[src/rtl/reg_readout_serializer_pkg.sv]
// Shared types and defaults for the register readout serializer.
// Latency: n/a (types and constants only).
// Backpressure: n/a.
package reg_readout_serializer_pkg;

  localparam int DEF_WIDTH   = 32;
  localparam int DEF_ADDR_W  = 5;
  localparam int DEF_BIT_DIV = 1;

  typedef enum logic [1:0] {
    ST_IDLE  = 2'd0,
    ST_FETCH = 2'd1,
    ST_SHIFT = 2'd2,
    ST_DONE  = 2'd3
  } state_t;

  // Counter width that stays at least 1 bit when the count range collapses to one value.
  function automatic int cnt_w(input int n);
    return (n > 1) ? $clog2(n) : 1;
  endfunction

endpackage

[src/rtl/reg_readout_serializer_if.sv]
// Request, register-bank read port and serial output bundle of the readout serializer.
// Latency: n/a (wiring only).
// Backpressure: none; the serializer ignores rd_req while busy.
interface reg_readout_serializer_if
  import reg_readout_serializer_pkg::*;
#(
  parameter int WIDTH  = DEF_WIDTH,
  parameter int ADDR_W = DEF_ADDR_W
) ();

  logic              rd_req;
  logic [ADDR_W-1:0] rd_addr;
  logic [ADDR_W-1:0] bank_addr;
  logic [WIDTH-1:0]  bank_data;
  logic              sdo;
  logic              sdo_valid;
  logic              sdo_last;
  logic              busy;
  logic              done;

  // Requester plus register bank side.
  modport master (
    output rd_req, rd_addr, bank_data,
    input  bank_addr, sdo, sdo_valid, sdo_last, busy, done
  );

  // Serializer side.
  modport slave (
    input  rd_req, rd_addr, bank_data,
    output bank_addr, sdo, sdo_valid, sdo_last, busy, done
  );

endinterface

[src/rtl/reg_readout_serializer_bit_timer.sv]
// Bit timer: div_cnt paces each serial bit for BIT_DIV cycles, bit_cnt indexes the frame bit.
// Latency: tick on the last cycle of every bit; counters restart at 0 whenever i_en is low.
// Backpressure: none; free-running while enabled.
module reg_readout_serializer_bit_timer
  import reg_readout_serializer_pkg::*;
#(
  parameter int WIDTH   = DEF_WIDTH,
  parameter int BIT_DIV = DEF_BIT_DIV
) (
  input  logic                      clk,
  input  logic                      reset,
  input  logic                      i_en,
  output logic                      o_bit_tick,
  output logic                      o_last_bit,
  output logic [cnt_w(WIDTH)-1:0]   o_bit_cnt
);

  localparam int DIV_W = cnt_w(BIT_DIV);
  localparam int BIT_W = cnt_w(WIDTH);
  localparam logic [DIV_W-1:0] DIV_MAX = DIV_W'(BIT_DIV - 1);
  localparam logic [BIT_W-1:0] BIT_MAX = BIT_W'(WIDTH - 1);

  logic [DIV_W-1:0] r_div_cnt;
  logic [BIT_W-1:0] r_bit_cnt;
  logic             w_tick;

  assign w_tick     = i_en && (r_div_cnt == DIV_MAX);
  assign o_bit_tick = w_tick;
  assign o_last_bit = (r_bit_cnt == BIT_MAX);
  assign o_bit_cnt  = r_bit_cnt;

  // Hold both counters at zero until enabled, then advance the bit index once per BIT_DIV cycles.
  always_ff @(posedge clk or posedge reset) begin
    if (reset) begin
      r_div_cnt <= '0;
      r_bit_cnt <= '0;
    end else if (!i_en) begin
      r_div_cnt <= '0;
      r_bit_cnt <= '0;
    end else if (w_tick) begin
      r_div_cnt <= '0;
      r_bit_cnt <= r_bit_cnt + BIT_W'(1);
    end else begin
      r_div_cnt <= r_div_cnt + DIV_W'(1);
    end
  end

endmodule

[src/rtl/reg_readout_serializer.sv]
// Reads one register-bank word on request and shifts it out MSB-first on sdo with valid/last strobes.
// Latency: first bit visible one cycle after the fetch cycle; busy lasts 2 + WIDTH*BIT_DIV cycles.
// Backpressure: none; rd_req is only sampled in IDLE and dropped otherwise.
module reg_readout_serializer
  import reg_readout_serializer_pkg::*;
#(
  parameter int WIDTH   = DEF_WIDTH,
  parameter int ADDR_W  = DEF_ADDR_W,
  parameter int BIT_DIV = DEF_BIT_DIV
) (
  input  logic                    clk,
  input  logic                    reset,
  reg_readout_serializer_if.slave bus
);

  localparam int BIT_W = cnt_w(WIDTH);
  // sdo_last is raised when the bit index is about to step onto the final bit.
  localparam logic [BIT_W-1:0] PRE_LAST = BIT_W'(WIDTH - 2);

  state_t            r_state;
  logic [ADDR_W-1:0] r_addr_q;
  logic [WIDTH-1:0]  r_shreg;
  logic              r_sdo_valid;
  logic              r_sdo_last;
  logic              r_busy;
  logic              r_done;

  logic              w_shift_en;
  logic              w_bit_tick;
  logic              w_last_bit;
  logic [BIT_W-1:0]  w_bit_cnt;

  assign w_shift_en = (r_state == ST_SHIFT);

  reg_readout_serializer_bit_timer #(
    .WIDTH   (WIDTH),
    .BIT_DIV (BIT_DIV)
  ) u_bit_timer (
    .clk        (clk),
    .reset      (reset),
    .i_en       (w_shift_en),
    .o_bit_tick (w_bit_tick),
    .o_last_bit (w_last_bit),
    .o_bit_cnt  (w_bit_cnt)
  );

  // The shift register is zero outside a frame, so its MSB doubles as the registered sdo.
  assign bus.bank_addr = r_addr_q;
  assign bus.sdo       = r_shreg[WIDTH-1];
  assign bus.sdo_valid = r_sdo_valid;
  assign bus.sdo_last  = r_sdo_last;
  assign bus.busy      = r_busy;
  assign bus.done      = r_done;

  // Frame sequencer: accept, fetch the word, shift it out, pulse done, return to idle.
  always_ff @(posedge clk or posedge reset) begin
    if (reset) begin
      r_state     <= ST_IDLE;
      r_addr_q    <= '0;
      r_shreg     <= '0;
      r_sdo_valid <= 1'b0;
      r_sdo_last  <= 1'b0;
      r_busy      <= 1'b0;
      r_done      <= 1'b0;
    end else begin
      case (r_state)
        ST_IDLE: begin
          if (bus.rd_req) begin
            r_addr_q <= bus.rd_addr;
            r_busy   <= 1'b1;
            r_state  <= ST_FETCH;
          end
        end
        ST_FETCH: begin
          // The bank answers combinationally for bank_addr, so the word is ready now.
          r_shreg     <= bus.bank_data;
          r_sdo_valid <= 1'b1;
          r_sdo_last  <= 1'b0;
          r_state     <= ST_SHIFT;
        end
        ST_SHIFT: begin
          if (w_bit_tick) begin
            if (w_last_bit) begin
              r_shreg     <= '0;
              r_sdo_valid <= 1'b0;
              r_sdo_last  <= 1'b0;
              r_done      <= 1'b1;
              r_state     <= ST_DONE;
            end else begin
              r_shreg    <= {r_shreg[WIDTH-2:0], 1'b0};
              r_sdo_last <= (w_bit_cnt == PRE_LAST);
            end
          end
        end
        ST_DONE: begin
          r_done  <= 1'b0;
          r_busy  <= 1'b0;
          r_state <= ST_IDLE;
        end
        default: begin
          r_state <= ST_IDLE;
        end
      endcase
    end
  end

endmodule

[src/flat_wrapper.sv]
// flat-port wrapper written by rule: the top's interface ports become plain ports
module reg_readout_serializer_flat import reg_readout_serializer_pkg::*;
#(
  parameter int WIDTH   = DEF_WIDTH,
  parameter int ADDR_W  = DEF_ADDR_W,
  parameter int BIT_DIV = DEF_BIT_DIV
)
  (clk, reset, bus_rd_req, bus_rd_addr, bus_bank_data, bus_bank_addr, bus_sdo, bus_sdo_valid, bus_sdo_last, bus_busy, bus_done);
  reg_readout_serializer_if #(.WIDTH(WIDTH), .ADDR_W(ADDR_W)) bus_i ();
  input  logic clk;
  input  logic reset;
  input wire logic [$bits(bus_i.rd_req)-1:0] bus_rd_req;
  input wire logic [$bits(bus_i.rd_addr)-1:0] bus_rd_addr;
  input wire logic [$bits(bus_i.bank_data)-1:0] bus_bank_data;
  output wire logic [$bits(bus_i.bank_addr)-1:0] bus_bank_addr;
  output wire logic [$bits(bus_i.sdo)-1:0] bus_sdo;
  output wire logic [$bits(bus_i.sdo_valid)-1:0] bus_sdo_valid;
  output wire logic [$bits(bus_i.sdo_last)-1:0] bus_sdo_last;
  output wire logic [$bits(bus_i.busy)-1:0] bus_busy;
  output wire logic [$bits(bus_i.done)-1:0] bus_done;
  assign bus_i.rd_req = bus_rd_req;
  assign bus_i.rd_addr = bus_rd_addr;
  assign bus_i.bank_data = bus_bank_data;
  assign bus_bank_addr = bus_i.bank_addr;
  assign bus_sdo = bus_i.sdo;
  assign bus_sdo_valid = bus_i.sdo_valid;
  assign bus_sdo_last = bus_i.sdo_last;
  assign bus_busy = bus_i.busy;
  assign bus_done = bus_i.done;
  reg_readout_serializer #(.WIDTH(WIDTH), .ADDR_W(ADDR_W), .BIT_DIV(BIT_DIV)) u_core (.clk(clk), .reset(reset), .bus(bus_i));
endmodule
[config.mk]
export PLATFORM = sky130hd
export DESIGN_NAME = reg_readout_serializer_flat
export DESIGN_NICKNAME = d
export VERILOG_FILES = /design/src/rtl/reg_readout_serializer_pkg.sv /design/src/rtl/reg_readout_serializer_if.sv /design/src/rtl/reg_readout_serializer_bit_timer.sv /design/src/rtl/reg_readout_serializer.sv /design/src/flat_wrapper.sv
export SDC_FILE = /design/constraint.sdc
export NUM_CORES = 1
export LEC_CHECK = 0
export BUFFER_PORTS_ARGS = -buffer_cell sky130_fd_sc_hd__buf_2
export CAP_MARGIN = 20
export CELL_PAD_IN_SITES_DETAIL_PLACEMENT = 1
export CELL_PAD_IN_SITES_GLOBAL_PLACEMENT = 1
export CORE_MARGIN = 5
export CORE_UTILIZATION = 42
export CTS_CLUSTER_DIAMETER = 60
export DETAILED_ROUTE_END_ITERATION = 6
export PLACE_DENSITY = 0.86
export SKIP_CTS_REPAIR_TIMING = 1
export SLEW_MARGIN = 25
export SYNTH_ARGS = -nofsm -noshare
export SYNTH_HDL_FRONTEND = slang
export SYNTH_SLANG_ARGS = --single-unit
[constraint.sdc]
create_clock -name clk -period 2.25 [get_ports clk]
set_input_delay 0.225 -clock clk [delete_from_list [all_inputs] [get_ports clk]]
set_output_delay 0.225 -clock clk [all_outputs]
set_load 0.03 [all_outputs]
# == Yosys cells after proc, flatten, opt, wreduce, memory -nomap -nowiden ==
# Cells that the tools add are included.
# classes
addsub,2
n_eq_ne,8
reduce_logical,11
bitwise_logic,1
n_mux,22
# op_table
cell,n
$mux W32,2
$pmux W32 S2,1
$eq A5 B5 Y1 const B,2
$mux W5,2
$mux W1,9
$reduce_and A3 Y1,3
$pmux W1 S2,4
$pmux W2 S4,1
$mux W2,3
$reduce_and A2 Y1,3
$reduce_bool A2 Y1,3
$add A5 B1 Y5 const B,1
$eq A2 B2 Y1 const B,2
$ne A2 B1 Y1 const B,2
$eq A2 B1 Y1 const B,1
$logic_not A2 Y1,1
$ne A2 B2 Y1 const B,1
$add A1 B1 Y1 const B,1
$logic_and A1 B1 Y1,1
$not A1 Y1,1
# word_totals
out_inout_bits,10
word_cells,53
reg_bits,49

# == Logic depth before layout (Yosys ltp) ==
# logic_depth
depth_word,4
mapped_depth,7

# == Hierarchy ==
# A second synthesis with hierarchy kept.
# hier_totals
hier_cells,212
hier_area_um2,2262.2
# modules_own_cells
module,area_each_um2,cells_each,instances
reg_readout_serializer,1946.9,187,1
reg_readout_serializer_bit_timer,315.3,25,1

# == Worst setup path before layout ==
# No wires, ideal clock.
# synth_path
kind,reg-to-reg
startpoint,"register u_core.u_bit_timer.r_bit_cnt[0], in the netlist u_core.u_bit_timer.o_bit_cnt[0]"
endpoint,"register u_core.r_done, in the netlist u_core.bus.done"
period_less_slack_ns,1.723
t_required_ns,2.129
setup_ns,0.121
path_slack_ns,0.527
path_stages_with_launch,7
arrival_time_ns,1.602
path_cell_list,dfrtp_1 -> ha_1 -> and3_1 -> ha_1 -> nand2b_1 -> mux2_2 -> a22o_1
# synth_via
elab_chain_len,3
# synth_rtl
element,line_no,source
from (decl),reg_readout_serializer_bit_timer.sv:24,logic [BIT_W-1:0] r_bit_cnt;
from (signal assigned),reg_readout_serializer_bit_timer.sv:42,r_bit_cnt <= r_bit_cnt + BIT_W'(1);
$eq A5 B5 Y1,reg_readout_serializer_bit_timer.sv:29,assign o_last_bit = (r_bit_cnt == BIT_MAX);
$ne A2 B1 Y1 (no line),n/a,
$reduce_and A3 Y1 (no line),n/a,
to (signal assigned),reg_readout_serializer.sv:64,r_done <= 1'b0;
to (signal assigned),reg_readout_serializer.sv:87,r_done <= 1'b1;
to (signal assigned),reg_readout_serializer.sv:96,r_done <= 1'b0;
to (decl),reg_readout_serializer.sv:26,logic r_done;
# No other way between the ends.
# A chain may end at the register's enable or synchronous reset.

# == Worst setup path in the final report ==
# layout_path
startpoint,register u_core.r_state[0]
endpoint,register u_core.r_shreg[18]
# layout_via
elab_chain_len,4
# layout_rtl
element,line_no,source
from (decl),reg_readout_serializer.sv:20,state_t r_state;
from (signal assigned),reg_readout_serializer.sv:58,r_state <= ST_IDLE;
from (signal assigned),reg_readout_serializer.sv:71,r_state <= ST_FETCH;
from (signal assigned),reg_readout_serializer.sv:79,r_state <= ST_SHIFT;
$eq A2 B2 Y1,"reg_readout_serializer.sv:33, reg_readout_serializer.sv:66",
$logic_and A1 B1 Y1,reg_readout_serializer_bit_timer.sv:27,assign w_tick = i_en && (r_div_cnt == DIV_MAX);
$ne A2 B1 Y1 (no line),n/a,
$reduce_and A2 Y1 (no line),n/a,
to (signal assigned),reg_readout_serializer.sv:76,r_shreg <= bus.bank_data;
to (signal assigned),reg_readout_serializer.sv:90,"r_shreg <= {r_shreg[WIDTH-2:0], 1'b0};"
to (decl),reg_readout_serializer.sv:22,logic [WIDTH-1:0] r_shreg;
# Parallel ways exist; a longest one is shown, timed or not.

==> flow_summary.toml <==
[synthesis]
syn_inst = 215
ffs_latches_synth = 49
netlist_top_cells_count = "49 x sky130_fd_sc_hd__dfrtp_1, 23 x sky130_fd_sc_hd__o21ai_0, 22 x sky130_fd_sc_hd__inv_1"
yosys_most_used_dff = "sky130_fd_sc_hd__dfrtp_1"
synth_top_area_share = 0.5185
ffs_w_async_s_r_synth = 1.000
synth_cell_types = 30
yosys-top-cells-area = "sky130_fd_sc_hd__dfrtp_1 52%, sky130_fd_sc_hd__o21ai_0 4.9%, sky130_fd_sc_hd__nor2b_1 4.8%"
syn-num-nets = 263
number_of_synthesized_flops_with_an_enable_pin = 0
syn_avg_cell_area_um2 = 11.00
synth-warning-count = 0
synth-seq-area-share = 0.5185
post_synth_instance_area_mm2 = 0.002365
yosys.cell_count.top_type = "sky130_fd_sc_hd__dfrtp_1"
netlist.top_cell.by_area = "sky130_fd_sc_hd__dfrtp_1"

[power]
power_leakage_uw = 0.001287
peakVddDrop_mv = 0.6010
power_density_mw_per_mm2 = 1297
design_power_total_uw = 3616

[finish]
num_antenna_cells = 0
post-route-util = 0.5096
layout.cell_area.non_filler_mm2 = 0.002789
layout-drive-gt1-share = 0.3019
syn_to_final_growth_pct = 17.94
finish.net_count = 312

[sta]
finClkSkew_ns = 0.009493
report.final.setup_viol = 0
setup_tns_ns = 0
finalHoldViolCount = 0
max_freq_mhz = 537.5
fin_ws_ns = 0.3896
post_layout_minimum_cycle_time_ns = 1.860
grt_setup_unrepaired = "no"
final_max_slew_viol_count = 0
period_share = 0.8268

[route]
post_drt_wl_per_cell_um = 16.46
detailed_route_drc_error_count = 0
route.detailed.vias_per_inst = 5.338
routed_wirelength_mm = 5.546
postRouteAntennaNets = 0
drt_iter0_drc = 80
firstDrtPassIters = 4
vias = 1799

[clock_network]
clkTransAtPathRegs_ns = 0.09
htree_levels = 2
clock_sink_count = 49
cts.root.buffer_cell = "sky130_fd_sc_hd__clkbuf_8"
clk_path_buf_depth = 2
tritoncts.num_buffers = 5
worstSkewPairLatency_ns = 0.30
tritoncts = "yes"

[run]
maxCapViolations = 0

[placed_design]
buffers_added_on_ports = 49
post-place-ws_ns = 0.4318
gp_congestion = 0.8350
post-dp-hpwl_mm = 3.849
placement.cell_area_mm2 = 0.002663

[die]
design.core.area_mm2 = 0.005473
die_w_um = 85.04
design.portCount = 50
die_area_mm2 = 0.007231
initial_utilization = 0.4321
num_rows = 27
die_h_um = 85.04

[global_route]
pin_count_of_the_biggest_net_entering_global_routing = 33
vias_in_the_first_global_route = 1916
wire_length_of_the_first_global_routing_pass_mm = 9.342
antenna_found_initial = 0
groute.layer.met3.usage = 0.03592
grt_use_met2 = 0.2698
grt_use_met1 = 0.2022
grt_most_used_layer = "met2"
all_layer_global_routing_usage = 0.1579
grt_overflow = 0

[setup_path]
rr_worst_depth = 6
cp-start-kind = "flip-flop"
critical_path_arrival_ns = 2.08
worstPathMaxFanout = 26
worst_r2r_endpoint = "u_core.r_shreg[18]"
regToRegSetupSlack_ns = 0.39
reg2reg_from = "u_core.r_state[0]"
crit_type = "flip-flop to flip-flop"
crit_path_end_kind = "flip-flop"
worstPathRequired_ns = 2.47
timing.critical_path.from = "u_core.r_state[0]"

[outcome]
outcome = "finished clean"

[worst_hold_path]
number_of_stages_on_the_worst_hold_path = 2
min_from = "bus_rd_addr[1]"
worst_hold_endpoint = "u_core.bus.bank_addr[1]"
worstHoldPathType = "input pin to flip-flop"
[flip-flops by register name, summed over array words and instances, names as in the netlist]
name,flops
u_core.bus.busy,1
u_core.u_bit_timer.o_bit_cnt,5
u_core.r_shreg,32
u_core.bus.bank_addr,5
u_core.bus.sdo_last,1
u_core.u_bit_timer.r_div_cnt,1
u_core.bus.sdo_valid,1
u_core.r_state,2
u_core.bus.done,1
[worst max-delay path, cell delays in order, from the launching register on]
cell and delay [ns]:
sky130_fd_sc_hd__dfrtp_1 0.42, sky130_fd_sc_hd__inv_1 0.12, sky130_fd_sc_hd__ha_1 0.40, sky130_fd_sc_hd__nand2b_2 0.25
sky130_fd_sc_hd__buf_4 0.30, sky130_fd_sc_hd__o22ai_1 0.12, sky130_fd_sc_hd__a31oi_1 0.16
[final cells by class]
type,instances,area (µm²)
Fill cell,628,2684
Clock inverter,1,30.03
Clock buffer,7,86.33
Multi-Input combinational cell,128,958.4
Timing Repair Buffer,58,315.3
Tap cell,72,90.09
Inverter,22,82.58
Sequential cell,49,1226
[cells in the final DEF (no fill, tap or decap), types with 2 or more instances in the layout]
master                     instances
sky130_fd_sc_hd__dfrtp_1          49
sky130_fd_sc_hd__mux2i_1           3
sky130_fd_sc_hd__nor2b_1          18
sky130_fd_sc_hd__ha_1              8
sky130_fd_sc_hd__buf_2            49
sky130_fd_sc_hd__o22ai_1          15
sky130_fd_sc_hd__mux2_2            6
sky130_fd_sc_hd__nand2b_1          3
sky130_fd_sc_hd__buf_4             8
sky130_fd_sc_hd__a31oi_1          15
sky130_fd_sc_hd__inv_1            21
sky130_fd_sc_hd__nand2_1           2
sky130_fd_sc_hd__nand3_1           2
sky130_fd_sc_hd__xnor2_1           3
sky130_fd_sc_hd__and2_1            4
sky130_fd_sc_hd__o221a_1          10
sky130_fd_sc_hd__clkbuf_8          6
sky130_fd_sc_hd__o221a_2           6
sky130_fd_sc_hd__o21ai_0          23
[layer usage]
metal  part of all wire  routed length, µm
met1               0.45               2506
met2               0.50               2755
met3              0.041                228
met4              0.010                 56
met5                  0                  0
[metrics by stage]
step	std cells	hold slack [ns]
floorplan	215	0.3756
global placement	328	0.2674
detailed placement	328	0.2785
CTS	336	-0.04373
global route	337	0.1382
finish	337	0.1488
[cells by family after synthesis]
| group | Yosys count | share of synthesized area |
|---|---|---|
| buf+inv | 38 | 0.07619 |
| compound gates | 72 | 0.2143 |
| simple gates | 35 | 0.09472 |
| flops | 49 | 0.5185 |
| xor+xnor | 3 | 0.01111 |
| fa+ha+maj | 8 | 0.04233 |
| other cells | 1 | 0.001586 |
| mux | 9 | 0.04127 |
[worst max path at each step]
stage	to	slack [ns]	cells after the start
after floorplan	u_core.bus.done	0.53	6
after global placement	u_core.bus.done	0.49	6
after detailed placement	u_core.r_shreg[18]	0.43	6
after CTS	u_core.r_shreg[18]	0.38	6
after global routing	u_core.r_shreg[18]	0.24	6
final	u_core.r_shreg[18]	0.39	6
[report_power, final]
part | internal, µW | total, µW | switching (µW)
logic | 682 | 1550 | 863
registers | 1250 | 1420 | 173
clock network | 363 | 651 | 288
Note: power is estimated with default switching activity, not from simulation.
